**config.mk**
```make
export PLATFORM = sky130hd
export DESIGN_NAME = mem_port_arbiter_flat
export DESIGN_NICKNAME = d
export VERILOG_FILES = /design/src/rtl/mem_port_arbiter_pkg.sv /design/src/rtl/mem_port_arbiter_if.sv /design/src/rtl/mem_port_arbiter_arb_prio3.sv /design/src/rtl/mem_port_arbiter.sv /design/src/flat_wrapper.sv
export SDC_FILE = /design/constraint.sdc
export NUM_CORES = 1
export LEC_CHECK = 0
export ABC_AREA = 1
export CORE_AREA = 5 5 104 106
export CTS_CLUSTER_DIAMETER = 50
export DETAILED_ROUTE_END_ITERATION = 8
export DIE_AREA = 0 0 109 111
export GPL_TIMING_DRIVEN = 0
export PLACE_DENSITY_LB_ADDON = 0.2
export SYNTH_ARGS = -nofsm -noshare
export SYNTH_HDL_FRONTEND = slang
export SYNTH_SLANG_ARGS = --single-unit
export TNS_END_PERCENT = 50
```
**constraint.sdc**
```tcl
create_clock -name clk -period 1.68 [get_ports clk]
set_input_delay 0.252 -clock clk [delete_from_list [all_inputs] [get_ports clk]]
set_output_delay 0.252 -clock clk [all_outputs]
set_load 0.01 [all_outputs]
```
**src/rtl/mem_port_arbiter_pkg.sv**
```systemverilog
// rtl/mem_port_arbiter_pkg.sv - shared encodings for the main-RAM port arbiter
package mem_port_arbiter_pkg;

  typedef enum logic [1:0] {
    OWN_NONE = 2'd0,
    OWN_F    = 2'd1,
    OWN_D    = 2'd2,
    OWN_X    = 2'd3
  } owner_t;

  typedef enum logic [1:0] {
    ST_RUN    = 2'd0,
    ST_DRAIN  = 2'd1,
    ST_HALTED = 2'd2
  } state_t;

  localparam int DEFAULT_ADDR_W       = 8;
  localparam int DEFAULT_STARVE_LIMIT = 4;

endpackage

```
**src/rtl/mem_port_arbiter_if.sv**
```systemverilog
// rtl/mem_port_arbiter_if.sv - requester, loader-control and RAM bus bundle
interface mem_port_arbiter_if #(
  parameter int ADDR_W = 8
);

  logic              f_req;
  logic [ADDR_W-1:0] f_addr;
  logic              f_gnt;
  logic              f_rvalid;
  logic [31:0]       f_rdata;

  logic              d_req;
  logic              d_we;
  logic [ADDR_W-1:0] d_addr;
  logic [31:0]       d_wdata;
  logic              d_gnt;
  logic              d_rvalid;
  logic [31:0]       d_rdata;

  logic              x_req;
  logic              x_we;
  logic [ADDR_W-1:0] x_addr;
  logic [31:0]       x_wdata;
  logic              x_gnt;
  logic              x_rvalid;
  logic [31:0]       x_rdata;
  logic              x_halt;

  logic              cpu_stall;
  logic              halted;

  logic              mem_en;
  logic              mem_we;
  logic [ADDR_W-1:0] mem_addr;
  logic [31:0]       mem_wdata;
  logic [31:0]       mem_rdata;

  // Arbiter side
  modport slave (
    input  f_req, f_addr,
    output f_gnt, f_rvalid, f_rdata,
    input  d_req, d_we, d_addr, d_wdata,
    output d_gnt, d_rvalid, d_rdata,
    input  x_req, x_we, x_addr, x_wdata, x_halt,
    output x_gnt, x_rvalid, x_rdata,
    output cpu_stall, halted,
    output mem_en, mem_we, mem_addr, mem_wdata,
    input  mem_rdata
  );

  // Requester and RAM side
  modport master (
    output f_req, f_addr,
    input  f_gnt, f_rvalid, f_rdata,
    output d_req, d_we, d_addr, d_wdata,
    input  d_gnt, d_rvalid, d_rdata,
    output x_req, x_we, x_addr, x_wdata, x_halt,
    input  x_gnt, x_rvalid, x_rdata,
    input  cpu_stall, halted,
    input  mem_en, mem_we, mem_addr, mem_wdata,
    output mem_rdata
  );

endinterface

```
**src/rtl/mem_port_arbiter_arb_prio3.sv**
```systemverilog
// rtl/mem_port_arbiter_arb_prio3.sv - 3-way priority picker, X > D > F unless F is promoted
module arb_prio3
  import mem_port_arbiter_pkg::*;
(
  input  logic   reqF,
  input  logic   reqD,
  input  logic   reqX,
  input  logic   promoteF,
  output owner_t winner
);

  always_comb begin
    winner = OWN_NONE;
    if (promoteF && reqF) begin
      winner = OWN_F;
    end else if (reqX) begin
      winner = OWN_X;
    end else if (reqD) begin
      winner = OWN_D;
    end else if (reqF) begin
      winner = OWN_F;
    end
  end

endmodule

```
**src/rtl/mem_port_arbiter.sv**
```systemverilog
// rtl/mem_port_arbiter.sv - shares main RAM between fetch, load/store and the loader,
// with a halt mode that hands the loader exclusive ownership
module mem_port_arbiter
  import mem_port_arbiter_pkg::*;
#(
  parameter int ADDR_W       = DEFAULT_ADDR_W,
  parameter int STARVE_LIMIT = DEFAULT_STARVE_LIMIT
) (
  input logic               clk,
  input logic               rst,
  mem_port_arbiter_if.slave bus
);

  localparam logic [3:0] LIMIT = 4'(STARVE_LIMIT);

  state_t            state, stateNext;
  owner_t            rspOwner, rspOwnerNext;
  owner_t            winner;
  logic [3:0]        starveCnt, starveCntNext;
  logic              cpuAllowed;
  logic              promoteF;
  logic              fGnt, dGnt, xGnt;
  logic              memEn, memWe;
  logic [ADDR_W-1:0] memAddr;
  logic [31:0]       memWdata;
  logic              cpuStall;

  assign cpuAllowed = (state == ST_RUN);
  assign promoteF   = cpuAllowed && (starveCnt == LIMIT);

  arb_prio3 uPrio (
    .reqF     (bus.f_req && cpuAllowed),
    .reqD     (bus.d_req && cpuAllowed),
    .reqX     (bus.x_req),
    .promoteF (promoteF),
    .winner   (winner)
  );

  always_comb begin
    fGnt     = (winner == OWN_F);
    dGnt     = (winner == OWN_D);
    xGnt     = (winner == OWN_X);
    memEn    = 1'b0;
    memWe    = 1'b0;
    memAddr  = '0;
    memWdata = '0;
    case (winner)
      OWN_F: begin
        memEn   = 1'b1;
        memAddr = bus.f_addr;
      end
      OWN_D: begin
        memEn    = 1'b1;
        memWe    = bus.d_we;
        memAddr  = bus.d_addr;
        memWdata = bus.d_wdata;
      end
      OWN_X: begin
        memEn    = 1'b1;
        memWe    = bus.x_we;
        memAddr  = bus.x_addr;
        memWdata = bus.x_wdata;
      end
      default: ;
    endcase
    // Only reads leave a response in flight
    rspOwnerNext = (memEn && !memWe) ? winner : OWN_NONE;
  end

  always_comb begin
    starveCntNext = starveCnt;
    if (!bus.f_req || fGnt) begin
      starveCntNext = '0;
    end else if (cpuAllowed && starveCnt < LIMIT) begin
      starveCntNext = starveCnt + 4'd1;
    end
  end

  always_comb begin
    stateNext = state;
    case (state)
      ST_RUN: begin
        if (bus.x_halt) stateNext = ST_DRAIN;
      end
      ST_DRAIN: begin
        if (!bus.x_halt) begin
          stateNext = ST_RUN;
        end else if (rspOwnerNext != OWN_F && rspOwnerNext != OWN_D) begin
          stateNext = ST_HALTED;
        end
      end
      ST_HALTED: begin
        if (!bus.x_halt) stateNext = ST_RUN;
      end
      default: stateNext = ST_RUN;
    endcase
  end

  always_comb begin
    cpuStall = !cpuAllowed
               || (bus.f_req && !fGnt)
               || (bus.d_req && !dGnt);
  end

  always_ff @(posedge clk or posedge rst) begin
    if (rst) begin
      state     <= ST_RUN;
      rspOwner  <= OWN_NONE;
      starveCnt <= '0;
    end else begin
      state     <= stateNext;
      rspOwner  <= rspOwnerNext;
      starveCnt <= starveCntNext;
    end
  end

  assign bus.f_gnt     = fGnt;
  assign bus.d_gnt     = dGnt;
  assign bus.x_gnt     = xGnt;
  assign bus.mem_en    = memEn;
  assign bus.mem_we    = memWe;
  assign bus.mem_addr  = memAddr;
  assign bus.mem_wdata = memWdata;
  assign bus.cpu_stall = cpuStall;
  assign bus.halted    = (state == ST_HALTED);

  // Read data is steered only to its owner; others see zero
  assign bus.f_rvalid = (rspOwner == OWN_F);
  assign bus.d_rvalid = (rspOwner == OWN_D);
  assign bus.x_rvalid = (rspOwner == OWN_X);
  assign bus.f_rdata  = (rspOwner == OWN_F) ? bus.mem_rdata : 32'd0;
  assign bus.d_rdata  = (rspOwner == OWN_D) ? bus.mem_rdata : 32'd0;
  assign bus.x_rdata  = (rspOwner == OWN_X) ? bus.mem_rdata : 32'd0;

endmodule

```
**src/flat_wrapper.sv**
```systemverilog
// flat-port wrapper written by rule: the top's interface ports become plain ports
module mem_port_arbiter_flat import mem_port_arbiter_pkg::*;
#(
  parameter int ADDR_W       = DEFAULT_ADDR_W,
  parameter int STARVE_LIMIT = DEFAULT_STARVE_LIMIT
)
  (clk, rst, bus_f_req, bus_f_addr, bus_f_gnt, bus_f_rvalid, bus_f_rdata, bus_d_req, bus_d_we, bus_d_addr, bus_d_wdata, bus_d_gnt, bus_d_rvalid, bus_d_rdata, bus_x_req, bus_x_we, bus_x_addr, bus_x_wdata, bus_x_halt, bus_x_gnt, bus_x_rvalid, bus_x_rdata, bus_cpu_stall, bus_halted, bus_mem_en, bus_mem_we, bus_mem_addr, bus_mem_wdata, bus_mem_rdata);
  mem_port_arbiter_if #(.ADDR_W(ADDR_W)) bus_i ();
  input logic clk;
  input logic rst;
  input wire logic [$bits(bus_i.f_req)-1:0] bus_f_req;
  input wire logic [$bits(bus_i.f_addr)-1:0] bus_f_addr;
  output wire logic [$bits(bus_i.f_gnt)-1:0] bus_f_gnt;
  output wire logic [$bits(bus_i.f_rvalid)-1:0] bus_f_rvalid;
  output wire logic [$bits(bus_i.f_rdata)-1:0] bus_f_rdata;
  input wire logic [$bits(bus_i.d_req)-1:0] bus_d_req;
  input wire logic [$bits(bus_i.d_we)-1:0] bus_d_we;
  input wire logic [$bits(bus_i.d_addr)-1:0] bus_d_addr;
  input wire logic [$bits(bus_i.d_wdata)-1:0] bus_d_wdata;
  output wire logic [$bits(bus_i.d_gnt)-1:0] bus_d_gnt;
  output wire logic [$bits(bus_i.d_rvalid)-1:0] bus_d_rvalid;
  output wire logic [$bits(bus_i.d_rdata)-1:0] bus_d_rdata;
  input wire logic [$bits(bus_i.x_req)-1:0] bus_x_req;
  input wire logic [$bits(bus_i.x_we)-1:0] bus_x_we;
  input wire logic [$bits(bus_i.x_addr)-1:0] bus_x_addr;
  input wire logic [$bits(bus_i.x_wdata)-1:0] bus_x_wdata;
  input wire logic [$bits(bus_i.x_halt)-1:0] bus_x_halt;
  output wire logic [$bits(bus_i.x_gnt)-1:0] bus_x_gnt;
  output wire logic [$bits(bus_i.x_rvalid)-1:0] bus_x_rvalid;
  output wire logic [$bits(bus_i.x_rdata)-1:0] bus_x_rdata;
  output wire logic [$bits(bus_i.cpu_stall)-1:0] bus_cpu_stall;
  output wire logic [$bits(bus_i.halted)-1:0] bus_halted;
  output wire logic [$bits(bus_i.mem_en)-1:0] bus_mem_en;
  output wire logic [$bits(bus_i.mem_we)-1:0] bus_mem_we;
  output wire logic [$bits(bus_i.mem_addr)-1:0] bus_mem_addr;
  output wire logic [$bits(bus_i.mem_wdata)-1:0] bus_mem_wdata;
  input wire logic [$bits(bus_i.mem_rdata)-1:0] bus_mem_rdata;
  assign bus_i.f_req = bus_f_req;
  assign bus_i.f_addr = bus_f_addr;
  assign bus_f_gnt = bus_i.f_gnt;
  assign bus_f_rvalid = bus_i.f_rvalid;
  assign bus_f_rdata = bus_i.f_rdata;
  assign bus_i.d_req = bus_d_req;
  assign bus_i.d_we = bus_d_we;
  assign bus_i.d_addr = bus_d_addr;
  assign bus_i.d_wdata = bus_d_wdata;
  assign bus_d_gnt = bus_i.d_gnt;
  assign bus_d_rvalid = bus_i.d_rvalid;
  assign bus_d_rdata = bus_i.d_rdata;
  assign bus_i.x_req = bus_x_req;
  assign bus_i.x_we = bus_x_we;
  assign bus_i.x_addr = bus_x_addr;
  assign bus_i.x_wdata = bus_x_wdata;
  assign bus_i.x_halt = bus_x_halt;
  assign bus_x_gnt = bus_i.x_gnt;
  assign bus_x_rvalid = bus_i.x_rvalid;
  assign bus_x_rdata = bus_i.x_rdata;
  assign bus_cpu_stall = bus_i.cpu_stall;
  assign bus_halted = bus_i.halted;
  assign bus_mem_en = bus_i.mem_en;
  assign bus_mem_we = bus_i.mem_we;
  assign bus_mem_addr = bus_i.mem_addr;
  assign bus_mem_wdata = bus_i.mem_wdata;
  assign bus_i.mem_rdata = bus_mem_rdata;
  mem_port_arbiter #(.ADDR_W(ADDR_W), .STARVE_LIMIT(STARVE_LIMIT)) u_core (.clk(clk), .rst(rst), .bus(bus_i));
endmodule
```
==> flow_summary.toml <==
[timing]
tightest_slew_ps = 284
relSlewSlack_pct = 81.1
rsz0062_at_grt = "true"
finalHoldViolCount = 0
fmax_mhz = 462
fin_tns_setup_ps = -18060
setup_viol = 48
setup_slack_ps = -483
slew_violations = 0
min_period_ps = 2160
skew_ps = 6.66
period_share_pct = 129

[worst_hold_path]
hold_path_class = "input port to async pin"

[place]
dpl.hpwl_um = 9540
numPortBuffers = 273
dpl-instance-area_um2 = 4530
dp_cells = 751
routabilityCongestion = 0.782

[layout]
instances_no_fill = 798
area_growth_pct = 213
num_antenna_cells = 0
fin_nets = 797
drive_gt1_share_pct = 38.6
stdcell_area_um2 = 5120

[global_route]
grt_pass1_wl_um = 17600
grt_max_degree = 11
grt_pass1_vias = 3461
grtUsageTotal_pct = 17.9
antenna_found_initial = 0
overflow = 0

[die]
rows = 36
io_pins = 274
fp.dieH_um = 111
die_w_um = 109
initial_utilization_pct = 16.9
fp.dieArea_um2 = 12100
coreArea_um2 = 9680

[synth]
syn_area_um2 = 1630
synth.most_common_cell = "nand2_1"
async_reset_ff_share_pct = 100
ys.flop_type = "dfrtp_1"
synth_edf_count = 0
ys_top_cells_by_count = "nand2_1 (133), nor2_1 (104), inv_1 (49), nand3_1 (14), clkbuf_1 (9)"
yosysWarnings = 0
synth_top_cell_by_area = "nand2_1"
synth_top_area_share_pct = 30.6
netlist_instances = 345
ys_top_cells_by_area = "nand2_1 (31%), nor2_1 (24%), dfrtp_1 (12%)"
synth_cell_types = 22
synth_seq_area_share_pct = 12.3
syn-num-nets = 475
ys_seq_elements = 8
avgSynthCellArea_um2 = 4.74

[power_and_ir_drop]
power_w = 0.00238
cellLeakagePower_nw = 2.99
power_density_nw_per_um2 = 466
peakVddDrop_uv = 196

[routing]
firstDrtPassIters = 4
ant_nets = 0
vias_per_cell = 4.12
vias = 3284
initialDrtViolationCount = 135
drt-wirelength-per-cell_um = 14.8
wirelength_um = 11800
drc_errors = 0

[clock_network]
clkTransAtPathRegs_ps = 40
clkLatencyLatePin_ps = 230
cts_tree = "done"
hold_buffers = 0
cts-root-buf = "clkbuf_8"
cts.sinks = 8
max-clock-path-buffers = 2
htreeDepth = 1
numCtsBuffers = 3

[setup_path]
start_kind = "flop"
cp_slowest_stage_delay_ps = 400
cp.required_ps = 1430
crit_path_max_fanout = 4
worstPathArrival_ps = 1910
slowest_stage = "dfrtp_1"
end_kind = "primary output"
cp_cell_sequence = "inv_1 > ha_2 > nand3_2 > inv_2 > nand3_4 > nand2_4 > nor2_4 > buf_6 > buf_6 > buf_6 > nand2_4 > nand3_2 > buf_6"
cp_top_family = "buffers and inverters"
crit_top_cell = "buf_6"
critPathBufInv = 6
worstSetupPathType = "flop to primary output"

[job]
maxCapViolCount = 0

[run_status]
violations = "setup timing"
outcome = "finished with violations"
[layer usage]
layer	track usage, %	routed length [um]	up-vias
li1	-	-	1644
met1	16.5	3830	1447
met2	36.3	6380	175
met3	6.52	1440	18
met4	3.11	173	0
met5	0	0	-
[where the power goes]
group | total [W] | internal [W] | switching (W)
Clock | 0.000228 | 0.000155 | 0.0000727
Combinational | 0.00191 | 0.00101 | 0.000900
Sequential | 0.000245 | 0.000218 | 0.0000273
[worst register-to-register path, delay by kind of cell, from the launching register on]
| family | cells | cell delay, ps |
|---|---|---|
| flops | 1 | 400 |
| buf+inv | 7 | 730 |
| simple gates | 5 | 480 |
| fa+ha+maj | 1 | 170 |
[flip-flops by register name (all words and copies together) (netlist names)]
register          cells
u_core.state          2
u_core.starveCnt      4
u_core.rspOwner       2
[cell type report]
| type | count | area, um^2 |
|---|---|---|
| plain buffers | 17 | 171 |
| clock buffers | 3 | 41.3 |
| fillers | 1014 | 4570 |
| inverters | 50 | 190 |
| multi-input cells | 270 | 1510 |
| flip-flops and latches | 8 | 203 |
| well taps | 133 | 166 |
| repair buffers | 317 | 2830 |
[logic make-up after synthesis]
kind of cell	count (synthesis)	share of synthesized area (%)
xor+xnor	1	0.536
flops	8	12.3
compound gates	5	2.37
fa+ha+maj	2	1.53
simple gates	262	65.6
buf+inv	67	17.7
[worst paths after layout]
check                                     endpoint  cells after the start                 from  slack, ps
min in group clk                   u_core.state[0]                      2      u_core.state[1]        580
worst min-delay path            u_core.rspOwner[0]                      2                  rst        260
max in group asynchronous          u_core.state[1]                      2                  rst       1170
worst min register to register     u_core.state[0]                      2      u_core.state[1]        580
worst max-delay path               bus_mem_addr[6]                     13  u_core.starveCnt[0]       -480
worst max register to register  u_core.rspOwner[0]                     13  u_core.starveCnt[0]       -200
[placed cells by master (no fill, tap or decap), drive strengths merged]
cell,count
nand2,137
dfrtp,8
a21oi,3
inv,50
o211ai,1
nor3b,1
clkdlybuf4s15,8
buf,108
dlygate4sd2,40
clkdlybuf4s50,125
nor2,107
clkbuf,54
nand3,15
ha,2
nand4,2
xor2,1
o21ai,1
dlymetal6s2s,2
[what timing repair did]
item | 4_1_cts | 5_1_grt
endpoints found under the setup margin | 144 | 117
buffers inserted | 29 | 11
hold endpoints to repair | 0 | 0
gates resized for setup | 399 | 211
cloned | 5 | 1
pin swaps | 16 | 21
[metrics by stage]
step / hold WS [ps] / worst slack, ps / util, %
floorplan: 67.7 / 73.1 / -
global placement: 508 / -904 / 46.8
detailed placement: 517 / -908 / 46.8
CTS: 276 / -411 / 49.9
global route: 333 / -538 / 52.8
finish: 260 / -483 / 52.8
(Power assumes the default switching activity.)
